==> config.mk <==
export PLATFORM = sky130hd
export DESIGN_NAME = adc_acq_sequencer
export DESIGN_NICKNAME = d
export VERILOG_FILES = /design/src/rtl/adc_acq_pkg.sv /design/src/rtl/adc_clk_div.sv /design/src/rtl/adc_acq_sequencer.sv
export SDC_FILE = /design/constraint.sdc
export NUM_CORES = 1
export LEC_CHECK = 0
export CAP_MARGIN = 10
export CORE_ASPECT_RATIO = 0.9
export CORE_MARGIN = 4
export CORE_UTILIZATION = 50
export CTS_CLUSTER_SIZE = 24
export DETAILED_ROUTE_END_ITERATION = 8
export DONT_BUFFER_PORTS = 1
export GPL_TIMING_DRIVEN = 1
export SLEW_MARGIN = 10
export SYNTH_ARGS = -nofsm -noshare
export SYNTH_HDL_FRONTEND = slang
export SYNTH_SLANG_ARGS = --single-unit
==> constraint.sdc <==
create_clock -name CLK -period 3 [get_ports CLK]
set_input_delay 0.9 -clock CLK [delete_from_list [all_inputs] [get_ports CLK]]
set_output_delay 0.9 -clock CLK [all_outputs]
set_load 0.05 [all_outputs]
==> src/rtl/adc_acq_pkg.sv <==
// Shared types and defaults for the AD9283 acquisition sequencer.
// The post-wake routing helper is shared by the IDLE fast path and the WAKE exit.
package adc_acq_pkg;

   localparam int DIV_W_DEF       = 16;
   localparam int LEN_W_DEF       = 16;
   localparam int WAKE_CYCLES_DEF = 64;
   localparam int DATA_W          = 8;

   typedef enum logic [1:0] {
      ST_IDLE = 2'd0,
      ST_WAKE = 2'd1,
      ST_TRIG = 2'd2,
      ST_CAP  = 2'd3
   } state_t;

   function automatic state_t post_wake_state(input logic trig_en);
      if (trig_en) begin
         post_wake_state = ST_TRIG;
      end else begin
         post_wake_state = ST_CAP;
      end
   endfunction

endpackage

==> src/rtl/adc_clk_div.sv <==
// ADC_CLK generator: half-period of div+1 CLK cycles, with a one-cycle strobe
// in the first CLK cycle after ADC_CLK has fallen.
module adc_clk_div
   import adc_acq_pkg::*;
#(
   parameter int DIV_W = DIV_W_DEF
) (
   input  logic             CLK,
   input  logic             RST,
   input  logic             en,
   input  logic [DIV_W-1:0] div,
   output logic             adc_clk,
   output logic             stb
);

   logic [DIV_W-1:0] r_cnt;
   logic             r_adc_clk;
   logic             r_stb;
   logic             w_tc;

   assign w_tc = (r_cnt == div);

   // Half-period counter, ADC_CLK toggle and falling-edge strobe; idle parks the clock low.
   always_ff @(posedge CLK) begin
      if (RST) begin
         r_cnt     <= '0;
         r_adc_clk <= 1'b0;
         r_stb     <= 1'b0;
      end else if (!en) begin
         r_cnt     <= '0;
         r_adc_clk <= 1'b0;
         r_stb     <= 1'b0;
      end else if (w_tc) begin
         r_cnt     <= '0;
         r_adc_clk <= ~r_adc_clk;
         r_stb     <= r_adc_clk;
      end else begin
         r_cnt     <= r_cnt + DIV_W'(1);
         r_stb     <= 1'b0;
      end
   end

   assign adc_clk = r_adc_clk;
   assign stb     = r_stb;

endmodule

==> src/rtl/adc_acq_sequencer.sv <==
// AD9283 acquisition sequencer: power/wake control, optional trigger wait and
// fixed-length burst capture onto a single-entry valid/ready output register.
module adc_acq_sequencer
   import adc_acq_pkg::*;
#(
   parameter int DIV_W       = DIV_W_DEF,
   parameter int LEN_W       = LEN_W_DEF,
   parameter int WAKE_CYCLES = WAKE_CYCLES_DEF
) (
   input  logic              CLK,
   input  logic              RST,
   input  logic [DIV_W-1:0]  cfg_div,
   input  logic [LEN_W-1:0]  cfg_len,
   input  logic              cfg_trig_en,
   input  logic              cfg_keep_on,
   input  logic              start,
   input  logic              abort,
   input  logic              trig,
   output logic              ADC_CLK,
   output logic              ADC_PWR,
   input  logic [DATA_W-1:0] ADC_Din,
   output logic [DATA_W-1:0] m_data,
   output logic              m_valid,
   input  logic              m_ready,
   output logic              busy,
   output logic              done,
   output logic              overrun
);

   localparam int                WAKE_W    = $clog2(WAKE_CYCLES + 1);
   localparam logic [WAKE_W-1:0] WAKE_LAST = WAKE_W'(WAKE_CYCLES - 1);

   state_t             r_state;
   logic [DIV_W-1:0]   r_div_q;
   logic [LEN_W-1:0]   r_len_q;
   logic               r_trig_en_q;
   logic [WAKE_W-1:0]  r_wake_cnt;
   logic [LEN_W-1:0]   r_smp_cnt;
   logic               r_fin;
   logic               r_pwr;
   logic               r_busy;
   logic               r_done;
   logic [DATA_W-1:0]  r_m_data;
   logic               r_m_valid;
   logic               r_overrun;

   state_t             w_state_nx;
   logic               w_pwr_nx;
   logic               w_start_acc;
   logic               w_sample;
   logic               w_done_nx;
   logic               w_stb;
   logic               w_adc_clk;
   logic               w_en;
   logic [DIV_W-1:0]   w_div;

   // The divider follows the next state so ADC_CLK parks low on the very cycle IDLE is entered.
   assign w_en  = (w_state_nx != ST_IDLE) || !w_pwr_nx;
   assign w_div = w_start_acc ? cfg_div : r_div_q;

   adc_clk_div #(.DIV_W(DIV_W)) u_clk_div (
      .CLK     (CLK),
      .RST     (RST),
      .en      (w_en),
      .div     (w_div),
      .adc_clk (w_adc_clk),
      .stb     (w_stb)
   );

   // Next-state, power request and sample/done decode.
   always_comb begin
      w_state_nx  = r_state;
      w_pwr_nx    = r_pwr;
      w_start_acc = 1'b0;
      w_sample    = 1'b0;
      w_done_nx   = 1'b0;
      if (abort) begin
         w_state_nx = ST_IDLE;
         if ((r_state != ST_IDLE) && !cfg_keep_on) begin
            w_pwr_nx = 1'b1;
         end else begin
            w_pwr_nx = r_pwr;
         end
      end else begin
         case (r_state)
            ST_IDLE: begin
               if (start) begin
                  w_start_acc = 1'b1;
                  w_pwr_nx    = 1'b0;
                  if (cfg_keep_on && !r_pwr) begin
                     w_state_nx = post_wake_state(cfg_trig_en);
                  end else begin
                     w_state_nx = ST_WAKE;
                  end
               end else begin
                  w_state_nx = ST_IDLE;
               end
            end
            ST_WAKE: begin
               if (w_stb && (r_wake_cnt == WAKE_LAST)) begin
                  w_state_nx = post_wake_state(r_trig_en_q);
               end else begin
                  w_state_nx = ST_WAKE;
               end
            end
            ST_TRIG: begin
               if (w_stb && trig) begin
                  w_state_nx = ST_CAP;
                  w_sample   = 1'b1;
               end else begin
                  w_state_nx = ST_TRIG;
               end
            end
            ST_CAP: begin
               if (r_fin) begin
                  w_state_nx = ST_IDLE;
                  w_done_nx  = 1'b1;
                  if (!cfg_keep_on) begin
                     w_pwr_nx = 1'b1;
                  end else begin
                     w_pwr_nx = r_pwr;
                  end
               end else if (w_stb) begin
                  w_sample = 1'b1;
               end else begin
                  w_sample = 1'b0;
               end
            end
            default: begin
               w_state_nx = ST_IDLE;
            end
         endcase
      end
   end

   // State, power pin, status flags and burst configuration capture.
   always_ff @(posedge CLK) begin
      if (RST) begin
         r_state     <= ST_IDLE;
         r_pwr       <= 1'b1;
         r_busy      <= 1'b0;
         r_done      <= 1'b0;
         r_div_q     <= '0;
         r_len_q     <= '0;
         r_trig_en_q <= 1'b0;
      end else begin
         r_state <= w_state_nx;
         r_pwr   <= w_pwr_nx;
         r_busy  <= (w_state_nx != ST_IDLE);
         r_done  <= w_done_nx;
         if (w_start_acc) begin
            r_div_q     <= cfg_div;
            r_len_q     <= cfg_len;
            r_trig_en_q <= cfg_trig_en;
         end
      end
   end

   // Wake strobe count and burst sample count; r_fin marks the last sample taken.
   always_ff @(posedge CLK) begin
      if (RST) begin
         r_wake_cnt <= '0;
         r_smp_cnt  <= '0;
         r_fin      <= 1'b0;
      end else if (w_start_acc) begin
         r_wake_cnt <= '0;
         r_smp_cnt  <= '0;
         r_fin      <= 1'b0;
      end else if (w_state_nx == ST_IDLE) begin
         r_fin      <= 1'b0;
      end else begin
         if ((r_state == ST_WAKE) && w_stb) begin
            r_wake_cnt <= r_wake_cnt + WAKE_W'(1);
         end
         if (w_sample) begin
            r_smp_cnt <= r_smp_cnt + LEN_W'(1);
            if (r_smp_cnt == r_len_q) begin
               r_fin <= 1'b1;
            end
         end
      end
   end

   // Output register: a new sample always overwrites, flagging overrun if it was still unread.
   always_ff @(posedge CLK) begin
      if (RST) begin
         r_m_data  <= '0;
         r_m_valid <= 1'b0;
         r_overrun <= 1'b0;
      end else begin
         if (abort) begin
            r_m_valid <= 1'b0;
         end else if (w_sample) begin
            r_m_valid <= 1'b1;
         end else if (m_ready) begin
            r_m_valid <= 1'b0;
         end
         if (w_sample) begin
            r_m_data <= ADC_Din;
         end
         if (w_start_acc) begin
            r_overrun <= 1'b0;
         end else if (w_sample && r_m_valid && !m_ready) begin
            r_overrun <= 1'b1;
         end
      end
   end

   assign ADC_CLK = w_adc_clk;
   assign ADC_PWR = r_pwr;
   assign m_data  = r_m_data;
   assign m_valid = r_m_valid;
   assign busy    = r_busy;
   assign done    = r_done;
   assign overrun = r_overrun;

endmodule

==> results of run 1 <==
==> worst max-delay path, stage by stage (launching register included) <==
cell and delay [ns]:
dfxtp_1 0.35, ha_1 0.23, and2b_1 0.20, a211o_1 0.31
o21ai_1 0.79, buf_4 0.28, a21boi_0 0.16, mux2i_1 0.19
nor2_1 0.05
==> state kept, by name, summed over array words and instances, names as in the netlist <==
signal / count
r_div_q: 16
r_state: 2
r_len_q: 16
r_smp_cnt: 16
m_valid: 1
u_clk_div.stb: 1
done: 1
m_data: 8
ADC_PWR: 1
r_wake_cnt: 7
r_fin: 1
u_clk_div.adc_clk: 1
r_trig_en_q: 1
overrun: 1
u_clk_div.r_cnt: 16
busy: 1
==> where the power goes <==
group | total [mW] | leakage (nW) | internal, mW | switching (mW)
combinational | 0.219 | 0.784 | 0.0913 | 0.128
sequential | 1.26 | 0.729 | 1.23 | 0.0370
clock | 0.824 | 0.0925 | 0.387 | 0.437
==> synth_stat cells (3+ instances only) <==
library cell / n
xor2_1: 23
ha_1: 8
a21oi_1: 44
clkbuf_1: 23
mux2i_1: 7
nor2b_1: 6
a211oi_1: 15
inv_1: 12
and2_1: 3
nor3_1: 23
buf_6: 4
a2111oi_0: 5
nor2_1: 37
o21ai_0: 3
nand2_1: 92
dfxtp_1: 90
nand3b_1: 3
nor4_1: 4
nand3_1: 18
xnor2_1: 47
nand4_1: 10
and3_1: 4
==> worst min path at each step <==
stage / start / to / slack [ns] / cells after the start
after CTS: r_div_q[14]$_SDFF_PP0_ / r_div_q[14]$_SDFF_PP0_ / 0.47 / 2
after global routing: r_div_q[1]$_SDFF_PP0_ / r_div_q[1]$_SDFF_PP0_ / 0.49 / 2
final: r_trig_en_q$_SDFFE_PP0N_ / r_trig_en_q$_SDFFE_PP0N_ / 0.46 / 2
after floorplan: r_trig_en_q$_SDFFE_PP0N_ / r_trig_en_q$_SDFFE_PP0N_ / 0.44 / 2
after global placement: r_div_q[14]$_SDFF_PP0_ / r_div_q[14]$_SDFF_PP0_ / 0.45 / 2
after detailed placement: r_div_q[14]$_SDFF_PP0_ / r_div_q[14]$_SDFF_PP0_ / 0.45 / 2
==> per-layer routing <==
layer  vias up  global-route usage  routed length (microns)
met3        12              0.0657                      832
met2       113               0.279                     3830
met4         0              0.0647                      130
met1      1598               0.279                     4880
li1       1742                   -                        -
met5         -                   0                        0
==> per-stage QoR <==
step           instances   util
2_1_floorplan        514      -
3_3_place_gp         613  0.536
4_1_cts              629  0.560
3_5_place_dp         613  0.536
6_report             629  0.560
5_1_grt              629  0.560
==> cell families after synthesis <==
group | count (synthesis)
AND/OR/NAND/NOR | 209
flip-flops | 90
AO/OA/AOI/OAI | 88
XOR/XNOR | 70
buffers and inverters | 42
adder cells (fa/ha/maj) | 8
multiplexers | 7
==> cell type report <==
cell class / count / area share
multi-input cells: 382 / 0.502
well taps: 115 / 0.0313
repair buffers: 14 / 0.0228
clock buffers: 10 / 0.0277
inverters: 12 / 0.00979
flip-flops and latches: 90 / 0.391
clock inverters: 6 / 0.0147
==> results.py, run 1 <==
metrics = {
    "layout": {
        "layout_common_cells": "nand2_1 (92), dfxtp_1 (90), xnor2_1 (47)",
        "fin_nets": 565,
        "multi_input_area_sq_mm": 0.00231,
        "synthToLayoutAreaGrowth_pct": 6.95,
        "seq_area_sq_mm": 0.00180,
        "fillers": 809,
        "antenna_cells": 0,
        "final_common_cell": "nand2_1",
        "drive_gt1_frac": 0.0623,
        "post-route-cell-area_sq_mm": 0.00460,
    },
    "synth": {
        "synth.net_count": 570,
        "synth_simple_gate_area_frac": 0.224,
        "yosysUniqueCellTypes": 46,
        "synth_top_family_by_area": "simple AND/OR/NAND/NOR gates",
        "ys_ff_latch": 90,
        "synth_top_area_frac": 0.419,
        "synthCells": 514,
        "syn_avg_cell_area_sq_um": 8.37,
        "synth-seq-area-share": 0.419,
        "synth_edf_count": 0,
        "synth_xor_area_frac": 0.142,
        "synth_area_sq_mm": 0.00430,
        "ys_warn_count": 0,
        "synthAdderAreaFrac": 0.0233,
        "yosys.area.top_type": "dfxtp_1",
        "yosys-mux-area-fraction": 0.0163,
        "synth_area_leaders": "dfxtp_1 (42%), xnor2_1 (9.6%), nand2_1 (8.0%)",
        "ys_async_sr_fraction": 0,
        "synth_compound_area_frac": 0.131,
        "synth_ff_type": "dfxtp_1",
    },
    "die": {
        "die_h_microns": 96.0,
        "start_util": 0.523,
        "placementRows": 31,
        "core_area_sq_mm": 0.00822,
        "die-area_sq_mm": 0.0102,
        "dieWidth_microns": 106,
        "ios": 62,
    },
    "timing": {
        "hold_viol_final": 0,
        "fin_crit_ns": 2.69,
        "rsz0062_at_grt": "no",
        "tns_ns": 0,
        "fin_hold_ws_ns": 0.462,
        "worst_pin_slew_ns": 1.01,
        "post-route-period-util": 0.896,
        "skew_ns": 0.00860,
        "final.setup.worst_slack_ns": 0.313,
        "maxSlewViolCount": 0,
        "finalSetupViolations": 0,
        "relSlewSlack": 0.325,
        "fmax_mhz": 372,
    },
    "clock_network": {
        "cts.clk_slew.worst_paths_ns": 0.09,
        "clock_sink_count": 90,
        "cts_hold_buf": 0,
        "cts_inserted_buffers": 9,
        "cts_tree": "built",
        "cts_htree_levels": 3,
        "clock_path_buffers": 2,
        "ctsResizeCount": 0,
        "ctsRootBufferMaster": "clkbuf_8",
        "clkLatencyLatePin_ns": 0.36,
        "cts_setup_buffers": 0,
    },
    "global_route": {
        "grt_max_degree": 49,
        "grt_pass1_wl_microns": 15800,
        "antenna_found_initial": 0,
        "grt_pass1_vias": 3221,
        "grt_overflow_total": 0,
        "track_usage": 0.196,
    },
    "detailed_routing": {
        "ant_nets": 0,
        "drc": 0,
        "via_count": 3465,
        "routedWlPerCell_microns": 15.4,
        "viasPerCell": 5.51,
        "drt_first_pass_iters": 5,
        "drt_iter0_drc": 205,
        "wirelength_microns": 9670,
    },
    "power": {
        "p_leak_nw": 1.61,
        "p_total_mw": 2.31,
        "ir_worst_vdd_v": 0.000262,
        "p_per_area_mw_per_mm2": 501,
    },
    "worst_setup_path": {
        "cp.arrival_ns": 2.93,
        "reg2reg_slack_ns": 0.31,
        "path_class": "flop to flop",
        "worstPathMaxFanout": 14,
        "critPathLaunchType": "flop",
        "reg2reg_to": "r_wake_cnt[1]$_SDFFE_PP0P_",
        "endpoint": "r_wake_cnt[1]$_SDFFE_PP0P_",
        "setup.worst_path.start": "r_state[0]$_SDFF_PP0_",
        "required_ns": 3.25,
        "reg2reg_from": "r_state[0]$_SDFF_PP0_",
        "reg2regPathDepth": 8,
        "critPathCaptureType": "flop",
    },
    "min_path": {
        "hold_path_class": "flop to flop",
    },
    "placement": {
        "globalplace.congestion": 0.967,
        "dpl_cell_area_sq_mm": 0.00441,
        "place_ws_ns": 0.245,
        "io_buffers": 0,
        "place_hpwl_microns": 7180,
    },
    "flow_run": {
        "max_cap_viol_count": 0,
    },
    "status": {
        "status": "complete, no violations",
    },
}
No activity file was read; power rests on OpenSTA's default activity.
==> run 2: changes to the inputs <==
--- a/config.mk
+++ b/config.mk
@@ -8,11 +8,12 @@
 export CAP_MARGIN = 10
 export CORE_ASPECT_RATIO = 0.9
 export CORE_MARGIN = 4
-export CORE_UTILIZATION = 50
+export CORE_UTILIZATION = 55
 export CTS_CLUSTER_SIZE = 24
 export DETAILED_ROUTE_END_ITERATION = 8
 export DONT_BUFFER_PORTS = 1
 export GPL_TIMING_DRIVEN = 1
+export PLACE_DENSITY = 0.7
 export SLEW_MARGIN = 10
 export SYNTH_ARGS = -nofsm -noshare
 export SYNTH_HDL_FRONTEND = slang
==> run 2 against run 1 <==
Power down 2.9%. Critical path depth unchanged. Hold slack worse by 0.0079 ns. Design area down 0.95%. Clock-buffer cell count is 1 lower. First-iteration DRC count grew 31%. Largest cell class unchanged.
==> results.py, run 2 (same netlist as run 1, synthesis figures left out) <==
metrics = {
    "status": {
        "status": "complete, no violations",
    },
    "placement": {
        "place_hpwl_microns": 6930,
        "globalplace.congestion": 0.855,
        "io_buffers": 0,
    },
    "power": {
        "p_leak_nw": 1.60,
        "p_total_mw": 2.24,
        "ir_worst_vdd_v": 0.000277,
        "p_per_area_mw_per_mm2": 491,
    },
    "global_route": {
        "grt_overflow_total": 0,
        "track_usage": 0.218,
        "grt_pass1_vias": 3347,
        "grt_pass1_wl_microns": 16200,
        "grt_max_degree": 49,
        "antenna_found_initial": 0,
    },
    "layout": {
        "synthToLayoutAreaGrowth_pct": 5.93,
        "drive_gt1_frac": 0.0605,
        "antenna_cells": 0,
        "fillers": 696,
        "layout_common_cells": "nand2_1 (92), dfxtp_1 (90), xnor2_1 (47)",
        "utilization": 0.601,
        "final_common_cell": "nand2_1",
        "fin_nets": 563,
    },
    "timing": {
        "worst_pin_slew_ns": 1.00,
        "tns_ns": 0,
        "rsz0062_at_grt": "no",
        "maxSlewViolCount": 0,
        "hold_viol_final": 0,
        "fin_hold_ws_ns": 0.454,
        "post-route-period-util": 0.876,
        "finalSetupViolations": 0,
        "skew_ns": 0.00914,
        "fin_crit_ns": 2.63,
        "relSlewSlack": 0.326,
        "fmax_mhz": 381,
    },
    "min_path": {
        "hold_path_class": "flop to flop",
        "min_to": "r_trig_en_q$_SDFFE_PP0N_",
        "min_delay_path_depth": 2,
        "hp-start": "r_trig_en_q$_SDFFE_PP0N_",
    },
    "clock_network": {
        "cts_inserted_buffers": 9,
        "cts_htree_levels": 3,
        "cts_setup_buffers": 0,
        "ctsResizeCount": 0,
        "clock_path_buffers": 2,
        "clkLatencyLatePin_ns": 0.35,
        "cts_tree": "built",
        "cts_hold_buf": 0,
        "cts.clk_slew.worst_paths_ns": 0.09,
        "clock_sink_count": 90,
        "ctsRootBufferMaster": "clkbuf_8",
    },
    "detailed_routing": {
        "drt_first_pass_iters": 5,
        "viasPerCell": 5.77,
        "wirelength_microns": 9550,
        "drt_iter0_drc": 269,
        "via_count": 3511,
        "ant_nets": 0,
        "routedWlPerCell_microns": 15.7,
        "drc": 0,
    },
    "worst_setup_path": {
        "crit_chain": "ha_1 > and2b_1 > a211o_1 > o21ai_1 > buf_4 > a21oi_1 > mux2i_1 > nor2_1",
        "critPathLaunchType": "flop",
        "reg2reg_to": "r_smp_cnt[1]$_SDFFE_PP0P_",
        "required_ns": 3.25,
        "reg2reg_from": "r_state[0]$_SDFF_PP0_",
        "crit_buf_inv": 1,
        "reg2reg_slack_ns": 0.37,
        "path_class": "flop to flop",
        "worstPathMaxFanout": 14,
        "reg2regPathDepth": 8,
        "cp.arrival_ns": 2.88,
        "critPathCaptureType": "flop",
        "crit_slowest_cell": "o21ai_1",
        "cp.depth": 8,
        "max_stage_delay_ns": 0.79,
        "crit_family": "compound AO/OA/AOI/OAI gates",
    },
    "die": {
        "dieWidth_microns": 101,
        "die_h_microns": 91.9,
        "ios": 62,
        "start_util": 0.568,
        "core_area_sq_mm": 0.00758,
        "die-area_sq_mm": 0.00931,
        "placementRows": 30,
    },
    "flow_run": {
        "max_cap_viol_count": 0,
    },
}
-- run 2: cell types whose count changed in the layout (fill, tap and decap cells not counted) --
cell	before	now
clkinv_4	2	3
inv_6	0	2
clkbuf_1	1	0
bufinv_16	1	0
buf_4	14	11
clkinv_2	1	2
buf_12	0	1
clkinvlp_4	2	0
-- run 2: final cells by class --
type | instances | area, sq um | area share
flip-flops and latches | 90 | 1800 | 0.395
clock inverters | 7 | 53.8 | 0.0118
inverters | 12 | 45.0 | 0.00988
clock buffers | 9 | 124 | 0.0272
repair buffers | 12 | 103 | 0.0225
well taps | 96 | 120 | 0.0263
multi-input cells | 382 | 2310 | 0.507
-- run 2: worst max-delay path by stage --
stage,startpoint,to
CTS,r_state[0]$_SDFF_PP0_,r_smp_cnt[1]$_SDFFE_PP0P_
finish,r_state[0]$_SDFF_PP0_,r_smp_cnt[1]$_SDFFE_PP0P_
global placement,abort,u_clk_div.adc_clk$_SDFFE_PP0N_
detailed placement,abort,u_clk_div.adc_clk$_SDFFE_PP0N_
global route,r_state[1]$_SDFF_PP0_,u_clk_div.adc_clk$_SDFFE_PP0N_
floorplan,abort,u_clk_div.r_cnt[10]$_SDFF_PP0_
-- run 2: power by group --
group,leakage [nW],internal (mW),switching [mW]
logic,0.778,0.0913,0.134
clock network,0.0939,0.308,0.445
registers,0.729,1.23,0.0343
-- run 2: worst reg2reg max path: stages (launching register included) --
cell     delay, ns
dfxtp_1       0.35
ha_1          0.24
and2b_1       0.20
a211o_1       0.31
o21ai_1       0.79
buf_4         0.30
a21oi_1       0.12
mux2i_1       0.16
nor2_1        0.05
-- run 2: per-layer routing --
layer,track usage,vias up,wire length (microns)
met5,0,-,0
met4,0.0664,0,128
met3,0.0715,12,661
met2,0.313,113,4090
met1,0.308,1649,4670
li1,-,1737,-
-- run 2: per-stage QoR --
| stage | setup WS [ns] | area (sq um) | cells |
|---|---|---|---|
| 2_1_floorplan | 0.315 | 4300 | 514 |
| 3_3_place_gp | 0.258 | 4380 | 592 |
| 3_5_place_dp | 0.202 | 4380 | 592 |
| 4_1_cts | 0.434 | 4560 | 608 |
| 5_1_grt | 0.191 | 4560 | 608 |
| 6_report | 0.373 | 4560 | 608 |
